### src/rtl/add64_stim_gen.sv
// ---------------------------------------------------------------------------
// add64_stim_gen
//
// Stimulus sequencer for the 64-bit adder datapath. After a start request it
// presents a fixed set of eight directed corner vectors, followed by N_RANDOM
// pseudo-random vectors taken from a 64-bit Galois LFSR, and then reports
// completion. Vectors are offered under a valid/ready handshake.
//
// Parameters
//   N_RANDOM  number of random vectors after the directed set (0..65527)
//   SEED      LFSR load value; 0 is replaced by 64'h1
//
// Ports
//   clk        in   clock, all state updates on the rising edge
//   rst        in   synchronous active-high reset
//   start      in   begin a sequence (honoured only in IDLE or DONE)
//   out_valid  out  a / b / c_in / vec_idx carry a valid vector
//   out_ready  in   consumer accepts the vector this cycle
//   a, b       out  64-bit operands
//   c_in       out  carry-in
//   vec_idx    out  index of the presented vector
//   busy       out  sequence in progress (DIRECTED or RANDOM)
//   done       out  sequence complete (DONE)
// ---------------------------------------------------------------------------
module add64_stim_gen #(
    parameter int unsigned N_RANDOM = 16,
    parameter logic [63:0] SEED     = 64'hACE1_2468_1357_BDF0
) (
    input  logic        clk,
    input  logic        rst,
    input  logic        start,
    output logic        out_valid,
    input  logic        out_ready,
    output logic [63:0] a,
    output logic [63:0] b,
    output logic        c_in,
    output logic [15:0] vec_idx,
    output logic        busy,
    output logic        done
);

    // -----------------------------------------------------------------------
    // Constants
    // -----------------------------------------------------------------------
    localparam logic [1:0] S_IDLE     = 2'd0;
    localparam logic [1:0] S_DIRECTED = 2'd1;
    localparam logic [1:0] S_RANDOM   = 2'd2;
    localparam logic [1:0] S_DONE     = 2'd3;

    // An all-zero LFSR would lock up, so a zero seed is replaced by 1.
    localparam logic [63:0] SEED_EFF  = (SEED == 64'h0) ? 64'h1 : SEED;
    localparam logic [63:0] LFSR_MASK = 64'hD800_0000_0000_0000;
    localparam logic [63:0] B_XOR     = 64'h5555_5555_5555_5555;

    localparam logic [15:0] LAST_DIR_IDX = 16'd7;
    localparam logic [15:0] LAST_IDX     = 16'(7 + N_RANDOM);
    localparam bit          HAS_RANDOM   = (N_RANDOM != 0);

    typedef struct packed {
        logic [63:0] a;
        logic [63:0] b;
        logic        c_in;
    } payload_t;

    // -----------------------------------------------------------------------
    // Vector sources
    // -----------------------------------------------------------------------
    function automatic payload_t directed_vec(input logic [2:0] idx);
        payload_t p;
        p = '0;
        case (idx)
            3'd0: p = '{a: '1, b: '1, c_in: 1'b1};
            3'd1: p = '{a: '1, b: 64'hFFFF_FFFF_FFFF_FFFE, c_in: 1'b1};
            3'd2: p = '{a: '1, b: 64'hFFFF_FFFF_FFFF_FFFE, c_in: 1'b0};
            3'd3: p = '{a: 64'h12, b: 64'h11, c_in: 1'b1};
            3'd4: p = '{a: 64'h12, b: 64'h11, c_in: 1'b0};
            3'd5: p = '{a: 64'h12_4552, b: 64'h4_7264, c_in: 1'b1};
            3'd6: p = '{a: 64'h12_4552, b: 64'h4_7264, c_in: 1'b0};
            default: p = '0;
        endcase
        return p;
    endfunction

    // Right-shifting Galois step: the bit shifted out selects the tap mask.
    function automatic logic [63:0] lfsr_step(input logic [63:0] l);
        return (l >> 1) ^ (l[0] ? LFSR_MASK : 64'h0);
    endfunction

    function automatic payload_t random_vec(input logic [63:0] l);
        payload_t p;
        p.a    = l;
        p.b    = {l[31:0], l[63:32]} ^ B_XOR;
        p.c_in = l[63] ^ l[0];
        return p;
    endfunction

    // -----------------------------------------------------------------------
    // State
    // -----------------------------------------------------------------------
    logic [1:0]  state_q, state_d;
    logic [63:0] lfsr_q,  lfsr_d;
    payload_t    pay_q,   pay_d;
    logic        valid_q, valid_d;
    logic [15:0] idx_q,   idx_d;

    logic        xfer;
    logic [63:0] lfsr_next;

    assign xfer      = valid_q & out_ready;
    assign lfsr_next = lfsr_step(lfsr_q);

    // -----------------------------------------------------------------------
    // Next-state logic
    //
    // The payload register always holds the vector for idx_q. In RANDOM it
    // is f(lfsr_q): on a transfer the LFSR advances and the payload is
    // loaded from the advanced value, so a and L stay in lock-step. The
    // first random vector comes from the un-advanced seed.
    // -----------------------------------------------------------------------
    always_comb begin
        state_d = state_q;
        lfsr_d  = lfsr_q;
        pay_d   = pay_q;
        valid_d = valid_q;
        idx_d   = idx_q;

        case (state_q)
            S_IDLE, S_DONE: begin
                if (start) begin
                    state_d = S_DIRECTED;
                    lfsr_d  = SEED_EFF;
                    pay_d   = directed_vec(3'd0);
                    valid_d = 1'b1;
                    idx_d   = '0;
                end
            end

            S_DIRECTED: begin
                if (xfer) begin
                    idx_d = idx_q + 16'd1;
                    if (idx_q == LAST_DIR_IDX) begin
                        if (HAS_RANDOM) begin
                            state_d = S_RANDOM;
                            pay_d   = random_vec(lfsr_q);
                        end else begin
                            state_d = S_DONE;
                            valid_d = 1'b0;
                        end
                    end else begin
                        pay_d = directed_vec(idx_q[2:0] + 3'd1);
                    end
                end
            end

            S_RANDOM: begin
                if (xfer) begin
                    lfsr_d = lfsr_next;
                    idx_d  = idx_q + 16'd1;
                    if (idx_q == LAST_IDX) begin
                        // Payload keeps the last presented vector.
                        state_d = S_DONE;
                        valid_d = 1'b0;
                    end else begin
                        pay_d = random_vec(lfsr_next);
                    end
                end
            end

            default: begin
                state_d = S_IDLE;
                valid_d = 1'b0;
            end
        endcase
    end

    // -----------------------------------------------------------------------
    // Registers
    // -----------------------------------------------------------------------
    always_ff @(posedge clk) begin
        if (rst) begin
            state_q <= S_IDLE;
            lfsr_q  <= SEED_EFF;
            pay_q   <= '0;
            valid_q <= 1'b0;
            idx_q   <= '0;
        end else begin
            state_q <= state_d;
            lfsr_q  <= lfsr_d;
            pay_q   <= pay_d;
            valid_q <= valid_d;
            idx_q   <= idx_d;
        end
    end

    // -----------------------------------------------------------------------
    // Outputs (register-driven only; out_ready never reaches them directly)
    // -----------------------------------------------------------------------
    assign out_valid = valid_q;
    assign a         = pay_q.a;
    assign b         = pay_q.b;
    assign c_in      = pay_q.c_in;
    assign vec_idx   = idx_q;
    assign busy      = (state_q == S_DIRECTED) || (state_q == S_RANDOM);
    assign done      = (state_q == S_DONE);

endmodule

### config.mk
export PLATFORM = sky130hd
export DESIGN_NAME = add64_stim_gen
export DESIGN_NICKNAME = d
export VERILOG_FILES = /design/src/rtl/add64_stim_gen.sv
export SDC_FILE = /design/constraint.sdc
export NUM_CORES = 1
export LEC_CHECK = 0
export ABC_AREA = 1
export CAP_MARGIN = 10
export CORE_MARGIN = 2
export CORE_UTILIZATION = 40
export CTS_CLUSTER_DIAMETER = 120
export DETAILED_ROUTE_END_ITERATION = 12
export SETUP_SLACK_MARGIN = 0.02
export SLEW_MARGIN = 30
export SYNTH_ARGS = -nofsm -noshare
export SYNTH_HDL_FRONTEND = slang
export SYNTH_SLANG_ARGS = --single-unit
### constraint.sdc
create_clock -name clk -period 2.3 [get_ports clk]
set_input_delay 0.345 -clock clk [delete_from_list [all_inputs] [get_ports clk]]
set_output_delay 0.345 -clock clk [all_outputs]
set_load 0.05 [all_outputs]
# [Yosys cells after proc, flatten, opt, wreduce, memory -nomap -nowiden]
# Cells that the tools add are included.
[word_totals] ff_bits=212 inputBits=4 output_inout_bits=148
[op_classes] n_eq_ne=18 bitwise_logic=7 addsub=2 reduce_logical=11 n_mux=24
[op_table] op="case mux 129 bit (7 select lines)" n=1
[op_table] op="2-to-1 mux 129 bit" n=5
[op_table] op="case mux 129 bit (3 select lines)" n=1
[op_table] op="2-to-1 mux 64 bit" n=3
[op_table] op="case mux 64 bit (2 select lines)" n=1
[op_table] op="inverter 32 bit" n=2
[op_table] op="bitwise XOR 63 x 64 -> 64 bit" n=1
[op_table] op="2-to-1 mux 16 bit" n=2
[op_table] op="case mux 16 bit (2 select lines)" n=1
[op_table] op="adder 16 x 1 -> 16 bit, second input constant" n=1
[op_table] op="equality test 16 x 3 -> 1 bit, second input constant" n=1
[op_table] op="equality test 16 x 5 -> 1 bit, second input constant" n=1
[op_table] op="inequality test 2 bit, second input constant" n=6
[op_table] op="2-to-1 mux 2 bit" n=5
[op_table] op="equality test 3 bit, second input constant" n=3
[op_table] op="AND reduction 4 bit" n=2
[op_table] op="equality test 3 x 2 -> 1 bit, second input constant" n=2
[op_table] op="case mux 2 bit (3 select lines)" n=1
[op_table] op="AND reduction 5 bit" n=1
[op_table] op="equality test 2 bit, second input constant" n=2
[op_table] op="OR reduction 2 bit" n=2
[op_table] op="adder 3 x 1 -> 3 bit, second input constant" n=1
[op_table] op="equality test 3 x 1 -> 1 bit, second input constant" n=1
[op_table] op="logical NOT 3 bit" n=1
[op_table] op="12 further kinds" n=15

# [Longest topological paths before layout]
[depth] depth_word=6 mapped_depth=14 depth_no_buf=11

# [Worst setup path after synthesis]
# Ideal clock, no wire load.
[synth_path] kind="register -> register" startpoint="register idx_q[1] (netlist: vec_idx[1])" endpoint="register pay_q, in the netlist a[60]" setup_slack_ps=147 path_buffers=2 stages_incl_launch_ff=11 arrival_ps=2041 period_less_slack_ps=2153 t_required_ps=2188 cell_sequence="dfxtp_1 -> ha_1 -> nand3_1 -> nor2_4 -> buf_2 -> buf_2 -> nand3b_1 -> nand3_1 -> nand2_1 -> nor2_1 -> nor2_1"
[synth_via] elab_chain_cells=6
[synth_lines] item="start: declaration" line="104" source="logic [15:0] idx_q, idx_d;"
[synth_lines] item="start signal: assignment" line="191" source="idx_q <= idx_d;"
[synth_lines] item="adder 3 x 1 -> 3 bit" line="150" source="pay_d = directed_vec(idx_q[2:0] + 3'd1);"
[synth_lines] item="equality test 3 bit (tied with other cells)" line="71" source="case (idx)"
[synth_lines] item="case mux 129 bit (7 select lines)" line="71"
[synth_lines] item="2-to-1 mux 129 bit" line="141" source="if (idx_q == LAST_DIR_IDX) begin"
[synth_lines] item="2-to-1 mux 129 bit" line="139" source="if (xfer) begin"
[synth_lines] item="case mux 129 bit (3 select lines)" line="127" source="case (state_q)"
[synth_lines] item="end signal: assignment" line="189" source="pay_q <= pay_d;"
[synth_lines] item="end: declaration" line="102" source="payload_t pay_q, pay_d;"
# Several ways; a longest one is shown, not always the timed one. The select of a mux whose other input is x is not followed.
# A chain may end at the register's enable or synchronous reset.

# [Worst setup path after layout]
[layout_path] startpoint="register state_q[0]" endpoint="output port busy"
[layout_via] elab_chain_cells=2
[layout_lines] item="start: declaration" line="100" source="logic [1:0] state_q, state_d;"
[layout_lines] item="start signal: assignment" line="187" source="state_q <= state_d;"
[layout_lines] item="equality test 2 x 1 -> 1 bit / equality test 2 bit (equally long branches)" line="203" source="assign busy = (state_q == S_DIRECTED) || (state_q == S_RANDOM);"
[layout_lines] item="logical OR 1 bit *" line="203"
[layout_lines] item="end: declaration" line="38" source="output logic busy,"
# Every way passes the cells marked *; elsewhere a longest branch is shown, timed or not.

==> results.sh <==
export IMPL_most_common_layout_cells="512 x nand2_1, 282 x nor2_1, 197 x inv_1"
export IMPL_final_common_cell="nand2_1"
export IMPL_place_congestion=0.853
export IMPL_routed_via_count=10606
export IMPL_drt_iter0_markers=761
export IMPL_arrival_ns=1.78
export IMPL_drv_slew=0
export IMPL_synth_adder_area_share_pct=1.19
export IMPL_worst_skew_pair_late_latency_ns=0.44
export IMPL_cts_root_buffer_cell="clkbuf_16"
export IMPL_wl_per_cell_microns=14.7
export IMPL_synth_seq_area_share_pct=35.3
export IMPL_synthesis_instances=1720
export IMPL_syn2layout_area_growth_pct=21.5
export IMPL_placement_io_buffers=151
export IMPL_critical_path_max_stage_delay_ns=0.34
export IMPL_period_minus_slack_ns=2.12
export IMPL_cts_inserted_buffers=17
export IMPL_required_ns=1.96
export IMPL_grt_pass1_vias=9902
export IMPL_holdCritPathClass="input port to flip-flop"
export IMPL_layout_filler_cells=2701
export IMPL_syn_mean_instance_area_sq_um=6.11
export IMPL_yosys_cell_types_count=30
export IMPL_final_hold_vios=0
export IMPL_cts_tree="yes"
export IMPL_antenna_found_initial=0
export IMPL_core_util_final_pct=49.3
export IMPL_synth_net_count=1734
export IMPL_min_period_over_period_pct=92.2
export IMPL_totalNegativeSetupSlack_ns=0
export IMPL_finalNetCount=1804
export IMPL_post_synth_mux_area_share_pct=0
export IMPL_h_tree_depth=4
export IMPL_synth_compound_gate_area_share_pct=6.75
export IMPL_avgViaCountPerCell=4.96
export IMPL_maxClockFrequency_mhz=472
export IMPL_design_core_area_sq_mm=0.0259
export IMPL_placed_cells=2105
export IMPL_clkSlewWorstSetupHoldPaths_ns=0.07
export IMPL_status="complete, no violations"
export IMPL_multi_input_comb_area_sq_mm=0.00527
export IMPL_post_route_cells_drive_above_1_share_pct=5.60
export IMPL_synth_xor_xnor_area_share_pct=0.250
export IMPL_slew_headroom_pct=61.1
export IMPL_worst_path_setup_slack_after_routing_ns=0.180
export IMPL_synth_simple_area_share_pct=41.6
export IMPL_critPathCaptureType="output port"
export IMPL_grt_max_degree=103
export IMPL_floorplan_die_area_sq_mm=0.0276
export IMPL_initial_core_util_pct=40.5
export IMPL_hpwlAfterDp_microns=20000
export IMPL_die_h_microns=166
export IMPL_timing_critical_path_slowest_stage_cell="dfxtp_1"
export IMPL_final_setup_viol_count=0
export IMPL_detail_route_first_pass_iterations=6
export IMPL_horizontal_die_dimension_microns=166
export IMPL_layout_area_seq_sq_mm=0.00370
export IMPL_synth_top_family_by_area="simple AND/OR/NAND/NOR gates"
export IMPL_placement_rows=59
export IMPL_grt_first_pass_wirelength_microns=51100
export IMPL_dp_worst_setup_slack_ns=0.0977
export IMPL_synth_area_sq_mm=0.0105
export IMPL_ioPinCount=152
export IMPL_ys_warnings_count=0
export IMPL_post_route_drc_count=0
export IMPL_cap_violations=0
export IMPL_postCtsSetupRepairBufs=0
export IMPL_clock_skew_ns=0.0110
export IMPL_cts_sinks=185
export IMPL_cts_root_to_sink_buffers=2
export IMPL_type_of_origin_of_the_critical_path="flip-flop"
export IMPL_drt_antenna_violating_nets=0
export IMPL_grt_util_all_layers_pct=22.4
export IMPL_totalWireLength_microns=31500
export IMPL_finish_cell_count_without_fillers=2138
export IMPL_timing_setup_critical_path_class="flip-flop to output port"
export IMPL_antenna_diode_count=0
export IMPL_synth_seq_cells=185
export IMPL_remaining_overflow_grt=0
export IMPL_setup_repair_after_global_routing_missed_its_margin="no"
export IMPL_worst_path_max_fanout=14
export IMPL_cp_cell_sequence="inv_1 > ha_4 > inv_4 > buf_4 > buf_12"
export IMPL_worstMarginPinSlew_ns=0.584
final cells by class:
cell class,instances,share of cell area [%]
Multi-Input combinational cell,1188,41.3
Clock inverter,14,1.26
Clock buffer,18,3.36
Tap cell,335,3.28
Sequential cell,185,29.0
Inverter,202,5.98
Timing Repair Buffer,196,15.8
critical path, delay by kind of cell (launching register included):
kind       cells  cell delay (ns)
fa+ha+maj      1             0.28
flops          1             0.34
buf+inv        4             0.69
Yosys cell counts (all sizes together):
library cell,count,area (sq um)
a21oi,71,359
buf,95,624
o211ai,19,143
inv,202,758
nor3,7,35.0
clkbuf,50,188
a31oi,1,6.26
nand3,180,901
xnor2,2,17.5
nor2,285,1090
dfxtp,185,3700
nand2,516,1950
o21ai,38,194
ha,10,125
o21bai,1,7.51
nand4,26,169
xor2,1,8.76
or2,4,25.0
nand3b,27,203
stage by stage:
stage / instance area, sq um / hold WS (ns)
2_1_floorplan: 10500 / 0.448
4_1_cts: 12700 / 0.289
5_1_grt: 12800 / 0.309
6_report: 12800 / 0.305
3_5_place_dp: 12100 / 0.469
3_3_place_gp: 12100 / 0.460
state kept, by name, indices dropped and copies added, names as in the netlist:
signal	flops
c_in	1
lfsr_q	64
a	63
state_q	2
out_valid	1
b	38
vec_idx	16
cells by family after synthesis:
| family | after synthesis |
|---|---|
| AO/OA/AOI/OAI | 130 |
| XOR/XNOR | 3 |
| adder cells (fa/ha/maj) | 10 |
| buffers and inverters | 347 |
| flip-flops | 185 |
| AND/OR/NAND/NOR | 1045 |
final timing paths:
check,startpoint,end,slack (ns),cells past startpoint
max,state_q[0],busy,0.18,5
min,rst,vec_idx[11],0.30,2
max reg2reg,vec_idx[1],a[20],0.23,10
min reg2reg,lfsr_q[32],lfsr_q[32],0.48,2
repair_timing:
action,CTS,global route
hold buffers,0,0
endpoints found under the hold margin,0,0
endpoints found under the setup margin,0,21
gates resized for setup,0,5
per-layer routing:
| metal | wire length (microns) | global-route usage (%) |
|---|---|---|
| met5 | 0 | 0 |
| met4 | 983 | 9.07 |
| met3 | 1540 | 3.12 |
| met2 | 15400 | 38.0 |
| met1 | 13600 | 28.7 |
Power is left out: the tool's default activity adds up to more than one toggle a clock period on the data nets, which glitch-free logic cannot reach.
